<file path="src/rtl/usb_tx_serializer.sv">
// USB transmit serialiser: one-byte holding register, LSB-first shifting,
// bit stuffing, NRZI line coding and EOP generation, all paced by bit_strobe.
module usb_tx_serializer #(
  parameter int STUFF_LEN    = 6,
  parameter int EOP_SE0_BITS = 2
) (
  input  logic       clk,
  input  logic       n_rst,
  input  logic       bit_strobe,
  input  logic [7:0] tx_data,
  input  logic       tx_valid,
  input  logic       tx_last,
  output logic       tx_ready,
  output logic       dplus_out,
  output logic       dminus_out,
  output logic       tx_busy,
  output logic       stuff_hold,
  output logic       tx_done,
  output logic       tx_error
);
  localparam int OW = $clog2(STUFF_LEN + 1);
  localparam int EW = $clog2(EOP_SE0_BITS + 1);
  localparam logic [OW-1:0] STUFF_MAX = OW'(STUFF_LEN);
  localparam logic [EW-1:0] EOP_LAST  = EW'(EOP_SE0_BITS - 1);

  typedef enum logic [2:0] {
    ST_IDLE    = 3'd0,
    ST_SHIFT   = 3'd1,
    ST_STUFF   = 3'd2,
    ST_EOP_SE0 = 3'd3,
    ST_EOP_J   = 3'd4
  } state_t;

  state_t          state_r, state_nxt_s, bnd_state_s;
  logic [7:0]      hold_data_r, shift_r;
  logic            hold_last_r, last_r, tx_ready_r, hold_full_s;
  logic [2:0]      bit_idx_r, idx_nxt_s;
  logic [OW-1:0]   ones_r, ones_nxt_s, ones_inc_s;
  logic [EW-1:0]   eop_r, eop_nxt_s;
  logic            lvl_r, lvl_nxt_s, se0_nxt_s;
  logic            pend_r, pend_nxt_s, sh_nxt_s;
  logic            dplus_r, dminus_r, busy_r, stuff_hold_r, done_r, err_r;
  logic            consume_s, done_s, err_s, bnd_load_s, bnd_err_s, data_bit_s;

  assign hold_full_s = ~tx_ready_r;
  assign data_bit_s  = shift_r[bit_idx_r];
  assign ones_inc_s  = ones_r + OW'(1);

  // Byte-boundary outcome: finish the packet, reload from hold, or underrun
  always_comb begin
    if (last_r) begin
      bnd_state_s = ST_EOP_SE0;
      bnd_load_s  = 1'b0;
      bnd_err_s   = 1'b0;
    end else if (hold_full_s) begin
      bnd_state_s = ST_SHIFT;
      bnd_load_s  = 1'b1;
      bnd_err_s   = 1'b0;
    end else begin
      bnd_state_s = ST_EOP_SE0;
      bnd_load_s  = 1'b0;
      bnd_err_s   = 1'b1;
    end
  end

  // Next-state, counters and line level; everything advances only on a strobe
  always_comb begin
    state_nxt_s = state_r;
    idx_nxt_s   = bit_idx_r;
    ones_nxt_s  = ones_r;
    eop_nxt_s   = eop_r;
    lvl_nxt_s   = lvl_r;
    se0_nxt_s   = ~(dplus_r | dminus_r);
    pend_nxt_s  = pend_r;
    sh_nxt_s    = stuff_hold_r;
    consume_s   = 1'b0;
    done_s      = 1'b0;
    err_s       = 1'b0;
    if (bit_strobe) begin
      case (state_r)
        ST_IDLE: begin
          se0_nxt_s = 1'b0;
          if (hold_full_s) begin
            consume_s   = 1'b1;
            lvl_nxt_s   = hold_data_r[0] ? lvl_r : ~lvl_r;
            ones_nxt_s  = hold_data_r[0] ? OW'(1) : '0;
            idx_nxt_s   = 3'd1;
            state_nxt_s = ST_SHIFT;
          end else begin
            lvl_nxt_s = 1'b1;
          end
        end
        ST_SHIFT: begin
          lvl_nxt_s  = data_bit_s ? lvl_r : ~lvl_r;
          ones_nxt_s = data_bit_s ? ones_inc_s : '0;
          idx_nxt_s  = bit_idx_r + 3'd1;
          if (data_bit_s && (ones_inc_s == STUFF_MAX)) begin
            // boundary decision is deferred until the stuff bit has gone out
            state_nxt_s = ST_STUFF;
            sh_nxt_s    = 1'b1;
            pend_nxt_s  = (bit_idx_r == 3'd7);
          end else if (bit_idx_r == 3'd7) begin
            state_nxt_s = bnd_state_s;
            consume_s   = bnd_load_s;
            err_s       = bnd_err_s;
            eop_nxt_s   = '0;
          end else begin
            state_nxt_s = ST_SHIFT;
          end
        end
        ST_STUFF: begin
          lvl_nxt_s  = ~lvl_r;
          ones_nxt_s = '0;
          sh_nxt_s   = 1'b0;
          pend_nxt_s = 1'b0;
          if (pend_r) begin
            state_nxt_s = bnd_state_s;
            consume_s   = bnd_load_s;
            err_s       = bnd_err_s;
            eop_nxt_s   = '0;
          end else begin
            state_nxt_s = ST_SHIFT;
          end
        end
        ST_EOP_SE0: begin
          se0_nxt_s = 1'b1;
          if (eop_r == EOP_LAST) begin
            state_nxt_s = ST_EOP_J;
            eop_nxt_s   = '0;
          end else begin
            eop_nxt_s = eop_r + EW'(1);
          end
        end
        ST_EOP_J: begin
          se0_nxt_s   = 1'b0;
          lvl_nxt_s   = 1'b1;
          done_s      = 1'b1;
          state_nxt_s = ST_IDLE;
        end
        default: begin
          se0_nxt_s   = 1'b0;
          lvl_nxt_s   = 1'b1;
          state_nxt_s = ST_IDLE;
        end
      endcase
    end else begin
      state_nxt_s = state_r;
    end
  end

  // Holding register: filled by the handshake, emptied when the shifter takes it
  always_ff @(posedge clk or negedge n_rst) begin
    if (!n_rst) begin
      tx_ready_r  <= 1'b1;
      hold_data_r <= 8'h00;
      hold_last_r <= 1'b0;
    end else if (consume_s) begin
      tx_ready_r <= 1'b1;
    end else if (tx_valid && tx_ready_r) begin
      hold_data_r <= tx_data;
      hold_last_r <= tx_last;
      tx_ready_r  <= 1'b0;
    end
  end

  // FSM state, shifter, counters and registered outputs
  always_ff @(posedge clk or negedge n_rst) begin
    if (!n_rst) begin
      state_r      <= ST_IDLE;
      shift_r      <= 8'h00;
      last_r       <= 1'b0;
      bit_idx_r    <= 3'd0;
      ones_r       <= '0;
      eop_r        <= '0;
      lvl_r        <= 1'b1;
      pend_r       <= 1'b0;
      dplus_r      <= 1'b1;
      dminus_r     <= 1'b0;
      busy_r       <= 1'b0;
      stuff_hold_r <= 1'b0;
      done_r       <= 1'b0;
      err_r        <= 1'b0;
    end else begin
      state_r      <= state_nxt_s;
      bit_idx_r    <= idx_nxt_s;
      ones_r       <= ones_nxt_s;
      eop_r        <= eop_nxt_s;
      lvl_r        <= lvl_nxt_s;
      pend_r       <= pend_nxt_s;
      dplus_r      <= lvl_nxt_s & ~se0_nxt_s;
      dminus_r     <= ~lvl_nxt_s & ~se0_nxt_s;
      busy_r       <= (state_nxt_s != ST_IDLE);
      stuff_hold_r <= sh_nxt_s;
      done_r       <= done_s;
      err_r        <= err_s;
      if (consume_s) begin
        shift_r <= hold_data_r;
        last_r  <= hold_last_r;
      end else begin
        shift_r <= shift_r;
      end
    end
  end

  assign tx_ready   = tx_ready_r;
  assign dplus_out  = dplus_r;
  assign dminus_out = dminus_r;
  assign tx_busy    = busy_r;
  assign stuff_hold = stuff_hold_r;
  assign tx_done    = done_r;
  assign tx_error   = err_r;
endmodule
</file>
<file path="config.mk">
export PLATFORM = sky130hd
export DESIGN_NAME = usb_tx_serializer
export DESIGN_NICKNAME = d
export VERILOG_FILES = /design/src/rtl/usb_tx_serializer.sv
export SDC_FILE = /design/constraint.sdc
export NUM_CORES = 1
export LEC_CHECK = 0
export ABC_AREA = 1
export CAP_MARGIN = 20
export CORE_ASPECT_RATIO = 0.5
export CORE_MARGIN = 3
export CORE_UTILIZATION = 40
export DETAILED_ROUTE_END_ITERATION = 16
export PLACE_DENSITY = 0.71
export SLEW_MARGIN = 20
export SYNTH_ARGS = -nofsm -noshare
export SYNTH_HDL_FRONTEND = slang
export SYNTH_SLANG_ARGS = --single-unit
</file>
<file path="constraint.sdc">
create_clock -name clk -period 1.8 [get_ports clk]
set_clock_uncertainty 0.05 [all_clocks]
set_input_delay 0.18 -clock clk [delete_from_list [all_inputs] [get_ports clk]]
set_output_delay 0.18 -clock clk [all_outputs]
set_load 0.02 [all_outputs]
</file>
After elaboration in Yosys (flattened, before gate mapping)
Index checks and enable logic that the tools add are counted. W data, S select, Z words.

Bitwise gates (word level): 8. Reductions and logical operators: 15. Magnitude comparators: 1. Equal/unequal tests: 12. Add/sub/neg operators: 3. Multiplexer cells: 51.

Operator list (count): $mux W3 (10); $mux W1 (25); $pmux W3 S4 (1); $mux W2 (5); $ne A2 B2 Y1 const B (5); $eq A3 B3 Y1 const B (3); $pmux W3 S3 (1); $reduce_and A3 Y1 (3); $reduce_bool A3 Y1 (3); $pmux W1 S2 (4); $add A3 B1 Y3 const B (2); $eq A3 B2 Y1 const B (2); $pmux W2 S3 (1); $pmux W3 S2 (1); $reduce_bool A2 Y1 (3); $not A1 Y1 (5); $reduce_and A5 Y1 (1); $lt A3 B4 Y1 const B (1); $pmux W1 S4 (1); $bmux W1 S3 (1); $eq A3 B1 Y1 const B (1); $logic_not A3 Y1 (1); $pmux W1 S3 (1); $add A2 B1 Y2 const B (1); 6 further kinds (8).

Register bits: 38. Word-level logic and storage cells: 107. Input port bits: 13.

Depth between registers and ports, before layout
Gate-level depths: netlist of the first run.

Depth after elaboration: 8. Gate-level depth with buffers: 12. Mapped depth without buffers: 12.

Worst setup path before layout of the first run
No wires, ideal clock.

Kind: flip-flop to flip-flop. Start: register ones_r[0]. End: register last_r. Arrival time: 1436 ps. Data required time: 1633 ps. Period minus slack after synthesis: 1603 ps. Cell stages (with the launch flop): 10. Setup slack: 197 ps. Cell sequence: dfrtp_1 -> ha_1 -> xnor2_1 -> nor2_1 -> nand3_2 -> inv_2 -> o21ai_4 -> nand2_4 -> nand2_1 -> nand2_1.

Word-level cells in the longest chain between the ends: 6.

Ends and longest elaborated chain: start, declared (line 38) `logic [OW-1:0] ones_r, ones_nxt_s, ones_inc_s;`; start signal, assigned (line 186) `ones_r <= ones_nxt_s;`; $add A3 B1 Y3 (line 47) `assign ones_inc_s = ones_r + OW'(1);`; $eq A3 B3 Y1 (line 97) `if (data_bit_s && (ones_inc_s == STUFF_MAX)) begin`; $logic_and A1 B1 Y1 (line 97); $mux W1 (line 97); $pmux W1 S3 (line 80) `case (state_r)`; $mux W1 (line 79) `if (bit_strobe) begin`; end signal, assigned (line 198) `last_r <= hold_last_r;`; end, declared (line 36) `logic hold_last_r, last_r, tx_ready_r, hold_full_s;`.

Every way passes these cells. A chain may end at the register's enable or synchronous reset.

Worst setup path in the final report of the first run
Start: register tx_ready_r, in the netlist tx_ready. End: output port tx_ready.

RTL lines: start, declared (line 36); start signal, assigned (line 154) `tx_ready_r <= 1'b1;`; start signal, assigned (line 158) `tx_ready_r <= 1'b1;`; start signal, assigned (line 162) `tx_ready_r <= 1'b0;`; end, declared (line 13) `output logic tx_ready,`.

No word-level cell between the ends.

==> results.md, run 1 <==
* CP Max Fanout at 5
* Post-synth cell types at 27
* Clock Latency Late Sink at 300 ps
* # setup viols final at 0
* Wire length per cell at 12.9 µm
* Max-cap check violation count at 0
* DRC viols at 0
* First-pass GRT wire length at 6.84 mm
* Worst-path clk slew at 70 ps
* Fraction of layout cells with a size suffix above 1 at 15.8%
* Via count of the first global-routing pass at 1473
* Vias per cell at 5.03
* DR iter-0 viols at 55
* Gate Count Post-Synth at 220
* Fin crit period at 1720 ps
* Post-synthesis sequential element count at 38
* Slew headroom at 68.1%
* Final Non-Filler Cells at 307
* Placed inst area at 2170 µm²
* CTS root buf: clkbuf_8
* Final Worst Setup Slack at 80.7 ps
* Critical Path, Cell by Cell: clkdlybuf4s50_1
* Post-placement setup slack at 123 ps
* Cell Rows at 16
* Largest net degree at the start of global routing at 39
* Die width at 103 µm
* F_max at 0.582 GHz
* Initial antenna violation count at 0
* Diodes inserted at 0
* Pwr per Cell Area at 1660 nW/µm²
* Kind of start point of the critical path: flop
* Clock Sinks at 38
* Run status: finished, final reports clean
* Sequential share of the synthesized area at 50.8%
* Vias at 1544
* Fin nets at 269
* RSZ-0062 raised after global routing: true
* Die ar. at 5610 µm²
* Total power at 3790 µW
* Core Footprint at 4200 µm²
* Area Growth Syn to Fin at 21.2%
* Global Route Usage Sum at 16.4%
* CP max stage cell: clkdlybuf4s50_1
* CP max stage delay at 620 ps
* Max-slew violation count at 0
* # fillers at 404
* Crit end category: output pin
* Peak supply drop at 0.603 mV
* Dpl hpwl at 2.88 mm
* Dpl cells at 297
* Worst setup path category: reg -> out
* Critical Path AT at 1490 ps
* CP Data Required Time at 1570 ps
* Synth warnings at 0
* Bufs and invs on worst path at 1
* Cell family with most CP delay: buffers and inverters
* Setup TNS at 0 ps
* Final-report hold violation count at 0
* Post-Syn Area at 1880 µm²
* Die Y at 54.5 µm
* H-tree levels at 2
* Pre-antenna DRT Iters at 4
* Clock buffer depth at 2
* Worst hold path class: in -> reg
* CTS tree: yes
* Commonest non-fill, non-tap cell in the layout: nand2_1
* Syn Area/Cell at 8.54 µm²
* Post-route cell area at 2280 µm²
* Drt total wl at 3.97 mm
* Syn nets at 237
* Antenna-violating nets left at 0
* Initial core utilization at 44.7%
* Period utilization at 95.5%
* TritonCTS Buffers at 5
* Leakage at 0.00113 µW
* Worst-margin pin slew at 479 ps
* I/O pin cnt at 20
* Total gr overflow at 0
* Routability congestion estimate at 0.896
* Most frequent cells in the layout: nand2_1, dfrtp_1, inv_1
* PortBufs at 19
[flip-flops by register name, indices dropped and copies added (netlist names), 2 cells and up]
register	cells
bit_idx_r	3
eop_r	2
hold_data_r	8
ones_r	3
shift_r	8
state_r	3
[power by group]
group          internal [µW]  switching [µW]  total [µW]  leakage (µW)
sequential              1240             251        1490      0.000467
combinational            713            1020        1740      0.000616
clock                    268             294         563     0.0000450
[what timing repair did]
| action | 4_1_cts | 5_1_grt |
|---|---|---|
| setup endpoints to repair | 0 | 9 |
| hold buffers | 1 | 0 |
| hold endpoints to repair | 35 | 0 |
| resized for setup | 0 | 4 |
| buffers inserted | 0 | 1 |
[layout make-up]
| class | instances | area, µm² | area share [%] |
|---|---|---|---|
| Clock buffer | 6 | 72.6 | 3.19 |
| Clock inverter | 2 | 10.0 | 0.440 |
| Inverter | 32 | 120 | 5.27 |
| Multi-Input combinational cell | 148 | 800 | 35.1 |
| Sequential cell | 38 | 956 | 42.0 |
| Tap cell | 54 | 67.6 | 2.97 |
| Timing Repair Buffer | 27 | 251 | 11.0 |
[metal layers]
metal,track usage (%),vias to the layer above,part of all wire (%)
li1,-,774,-
met1,22.2,717,50
met2,24.8,49,43
met3,5.47,4,5.9
met4,5.38,0,0.96
met5,0,-,0
[synthesized netlist by cell type]
cell type	count	area [µm²]
nand2_1	58	218
a32o_1	1	10.0
xnor2_1	1	8.76
clkbuf_1	1	3.75
nand4_1	1	6.26
clkinv_1	1	3.75
dfrtp_1	35	876
buf_4	1	7.51
mux2_2	8	90.1
a21oi_1	10	50.1
nand3_1	19	95.1
nand3_4	1	17.5
a31oi_1	2	12.5
nand3b_1	1	7.51
inv_1	27	101
o21ai_0	11	55.1
dfstp_2	3	78.8
ha_1	4	50.1
o21ai_1	1	5.00
o21ai_4	1	16.3
nor3_1	6	30.0
nand3_2	3	30.0
inv_2	4	15.0
o22ai_1	1	6.26
nand2_4	1	11.3
nor2_1	17	63.8
nor3_2	1	10.0
[worst paths after layout]
check / slack (ps) / start / cells after the start / endpoint
setup reg to reg: 130 / ones_r[0]$_DFFE_PN0P_ / 9 / shift_r[0]$_DFFE_PN0P_
min in group asynchronous: 420 / n_rst / 3 / shift_r[1]$_DFFE_PN0P_
max in group asynchronous: 920 / n_rst / 3 / dplus_out$_DFF_PN1_
hold reg to reg: 420 / shift_r[6]$_DFFE_PN0P_ / 2 / shift_r[6]$_DFFE_PN0P_
hold / removal: 400 / tx_valid / 2 / tx_ready$_DFFE_PN1P_
setup / recovery: 80 / tx_ready$_DFFE_PN1P_ / 1 / tx_ready
[cell families after synthesis]
logic type | count (synthesis) | share of synthesized area (%)
xor+xnor | 1 | 0.466
mux | 8 | 4.79
flops | 38 | 50.8
simple gates | 108 | 26.0
fa+ha+maj | 4 | 2.66
buf+inv | 34 | 6.99
compound gates | 27 | 8.26
[stage by stage]
stage                     utilization [%]  hold WS (ps)
final                                54.2           401
after global routing                 54.2           430
after CTS                            53.7           399
after detailed placement             51.5           211
after global placement               51.5           194
after floorplan                         -          -166
(Power assumes the default switching activity.)
==> inputs of run 2 (changes only) <==
- HOLD_SLACK_MARGIN: not set -> 0.05
==> results of run 2 <==
The final DEF is identical to that of run 1; final timing and power are the same.
==> inputs of run 3 (changes only) <==
- MAX_ROUTING_LAYER: not set -> met4
- clock period: 1.8 -> 2.23 ns (I/O delays scaled with it)
==> run 3 against run 2 <==
  * Count of clock-buffer cells in the layout shrank 1
  * Non-clock buffer count decreased by 6
  * Worst setup slack improved by 310 ps
  * Die area did not move
  * Critical path type is now reg -> reg
  * Sequential cell count unchanged
  * Sequential power fell by 19%
  * Critical path depth increased by 8
  * Sequential share of layout area increased by 0.51 points
  * Largest power group unchanged
  * Via count down 2.5%
  * Critical endpoint is now shift_r[2]$_DFFE_PN0P_
==> results.md, run 3 (synthesis gave the netlist of run 1 again) <==
* Total power at 3070 µW
* Area Growth Syn to Fin at 19.6%
* Cell family with most CP delay: simple AND/OR/NAND/NOR gates
* First-pass GRT wire length at 6.64 mm
* FF-to-FF End: shift_r[2]$_DFFE_PN0P_
* Core Footprint at 4200 µm²
* CP Max Fanout at 10
* Vias per cell at 5.00
* Peak supply drop at 0.463 mV
* Initial antenna violation count at 0
* Total gr overflow at 0
* Slew headroom at 43.9%
* Reg2Reg Depth at 9
* Drt total wl at 3.83 mm
* Period utilization at 82.3%
* CP max stage cell: dfrtp_1
* Most frequent cells in the layout: nand2_1, dfrtp_1, inv_1
* # setup viols final at 0
* H-tree levels at 2
* Via count of the first global-routing pass at 1500
* Cell Rows at 16
* PortBufs at 19
* Run status: finished, final reports clean
* DR iter-0 viols at 82
* Top Metal Used: met4
* Pre-antenna DRT Iters at 4
* Initial core utilization at 44.7%
* Final-report hold violation count at 0
* Worst setup path category: reg -> reg
* Levels on crit path at 9
* Vias at 1506
* CTS root buf: clkbuf_8
* Worst hold path class: reg -> reg
* Largest net degree at the start of global routing at 39
* CP Data Required Time at 2370 ps
* M1 wire length at 1.91 mm
* Hold wc startpoint: shift_r[1]$_DFFE_PN0P_
* Setup TNS at 0 ps
* Post CTS Setup Buffer Count at 0
* DR WL met2 at 1.56 mm
* Bufs and invs on worst path at 1
* Top Registers: hold_data_r (8), shift_r (8)
* Critical R2R Launch: ones_r[0]$_DFFE_PN0P_
* RSZ-0062 raised after global routing: false
* WL met3 at 274 µm
* Die width at 103 µm
* CP max stage delay at 410 ps
* Die Y at 54.5 µm
* Critical Path AT at 1980 ps
* Worst-path clk slew at 80 ps
* Worst Setup SP: ones_r[0]$_DFFE_PN0P_
* Fraction of layout cells with a size suffix above 1 at 13.0%
* Max-slew violation count at 0
* Leakage at 0.00111 µW
* F_max at 0.545 GHz
* Max-cap check violation count at 0
* Diodes inserted at 0
* Die ar. at 5610 µm²
* Crit end category: flop
* DRC viols at 0
* Dpl cells at 292
* Routability congestion estimate at 0.911
* Worst-margin pin slew at 842 ps
* Fin crit period at 1840 ps
* Antenna-violating nets left at 0
* Critical Path, Cell by Cell: ha_1 -> xnor2_1 -> nor2_1 -> nand3_2 -> inv_2 -> o21ai_4 -> nand2_4 -> nand2_1 -> nand2_1
* CTS tree: yes
* CTS resizes at 0
* Fin nets at 263
* Final Non-Filler Cells at 301
* I/O pin cnt at 20
* Wire length per cell at 12.7 µm
* Commonest non-fill, non-tap cell in the layout: nand2_1
* Hold path cells at 2
* Clock buffer depth at 2
* Most common cell on crit path: nand2_1
* Clock Sinks at 38
* TritonCTS Buffers at 5
* Dpl hpwl at 2.77 mm
* Hold path endpoint: shift_r[1]$_DFFE_PN0P_
* Kind of start point of the critical path: flop
* Worst R2R Setup Slack at 390 ps
* Global Route Usage Sum at 16.1%
* Pwr per Cell Area at 1370 nW/µm²
* Clock Latency Late Sink at 300 ps
run 3: report_power, final:
| part | switching [µW] | leakage (µW) | internal (µW) |
|---|---|---|---|
| Clock | 254 | 0.0000579 | 329 |
| Sequential | 203 | 0.000468 | 997 |
| Combinational | 784 | 0.000588 | 505 |
| Total | 1240 | 0.00111 | 1830 |
run 3: metrics by stage:
step                      hold WS [ps]  setup slack, ps  util [%]  area, µm²
after floorplan                   -123              627         -       1880
after global placement             309              453      50.6       2130
after detailed placement           330              396      50.6       2130
after CTS                          425              388      53.5       2250
after global routing               436              233      53.5       2250
final                              424              394      53.5       2250
run 3: timing repair:
action	in CTS	in global routing
hold buffers	1	0
endpoints found under the setup margin	0	0
endpoints found under the hold margin	35	0
run 3: layout make-up:
| class | count | area (µm²) |
|---|---|---|
| clock buffers | 5 | 68.8 |
| repair buffers | 21 | 203 |
| inverters | 32 | 120 |
| multi-input cells | 148 | 793 |
| clock inverters | 3 | 40.0 |
| well taps | 54 | 67.6 |
| flip-flops and latches | 38 | 955 |
| fillers | 398 | 1960 |
run 3: worst register-to-register path: stages (launching register included):
cell,delay [ps]
dfrtp_1,410
ha_1,220
xnor2_1,200
nor2_1,100
nand3_2,110
inv_2,60
o21ai_4,300
nand2_4,150
nand2_1,90
nand2_1,50
run 3: per-layer routing:
layer | up-vias | track usage [%]
met5 | - | -
met1 | 681 | 20.4
met2 | 59 | 24.5
met4 | 0 | 6.45
li1 | 757 | -
met3 | 9 | 4.83
run 3: worst max path at each step:
| stage | end | slack (ps) |
|---|---|---|
| finish | shift_r[2]$_DFFE_PN0P_ | 390 |
| global route | shift_r[6]$_DFFE_PN0P_ | 230 |
| CTS | shift_r[2]$_DFFE_PN0P_ | 390 |
| detailed placement | shift_r[2]$_DFFE_PN0P_ | 400 |
| global placement | shift_r[7]$_DFFE_PN0P_ | 450 |
| floorplan | last_r$_DFFE_PN0P_ | 630 |
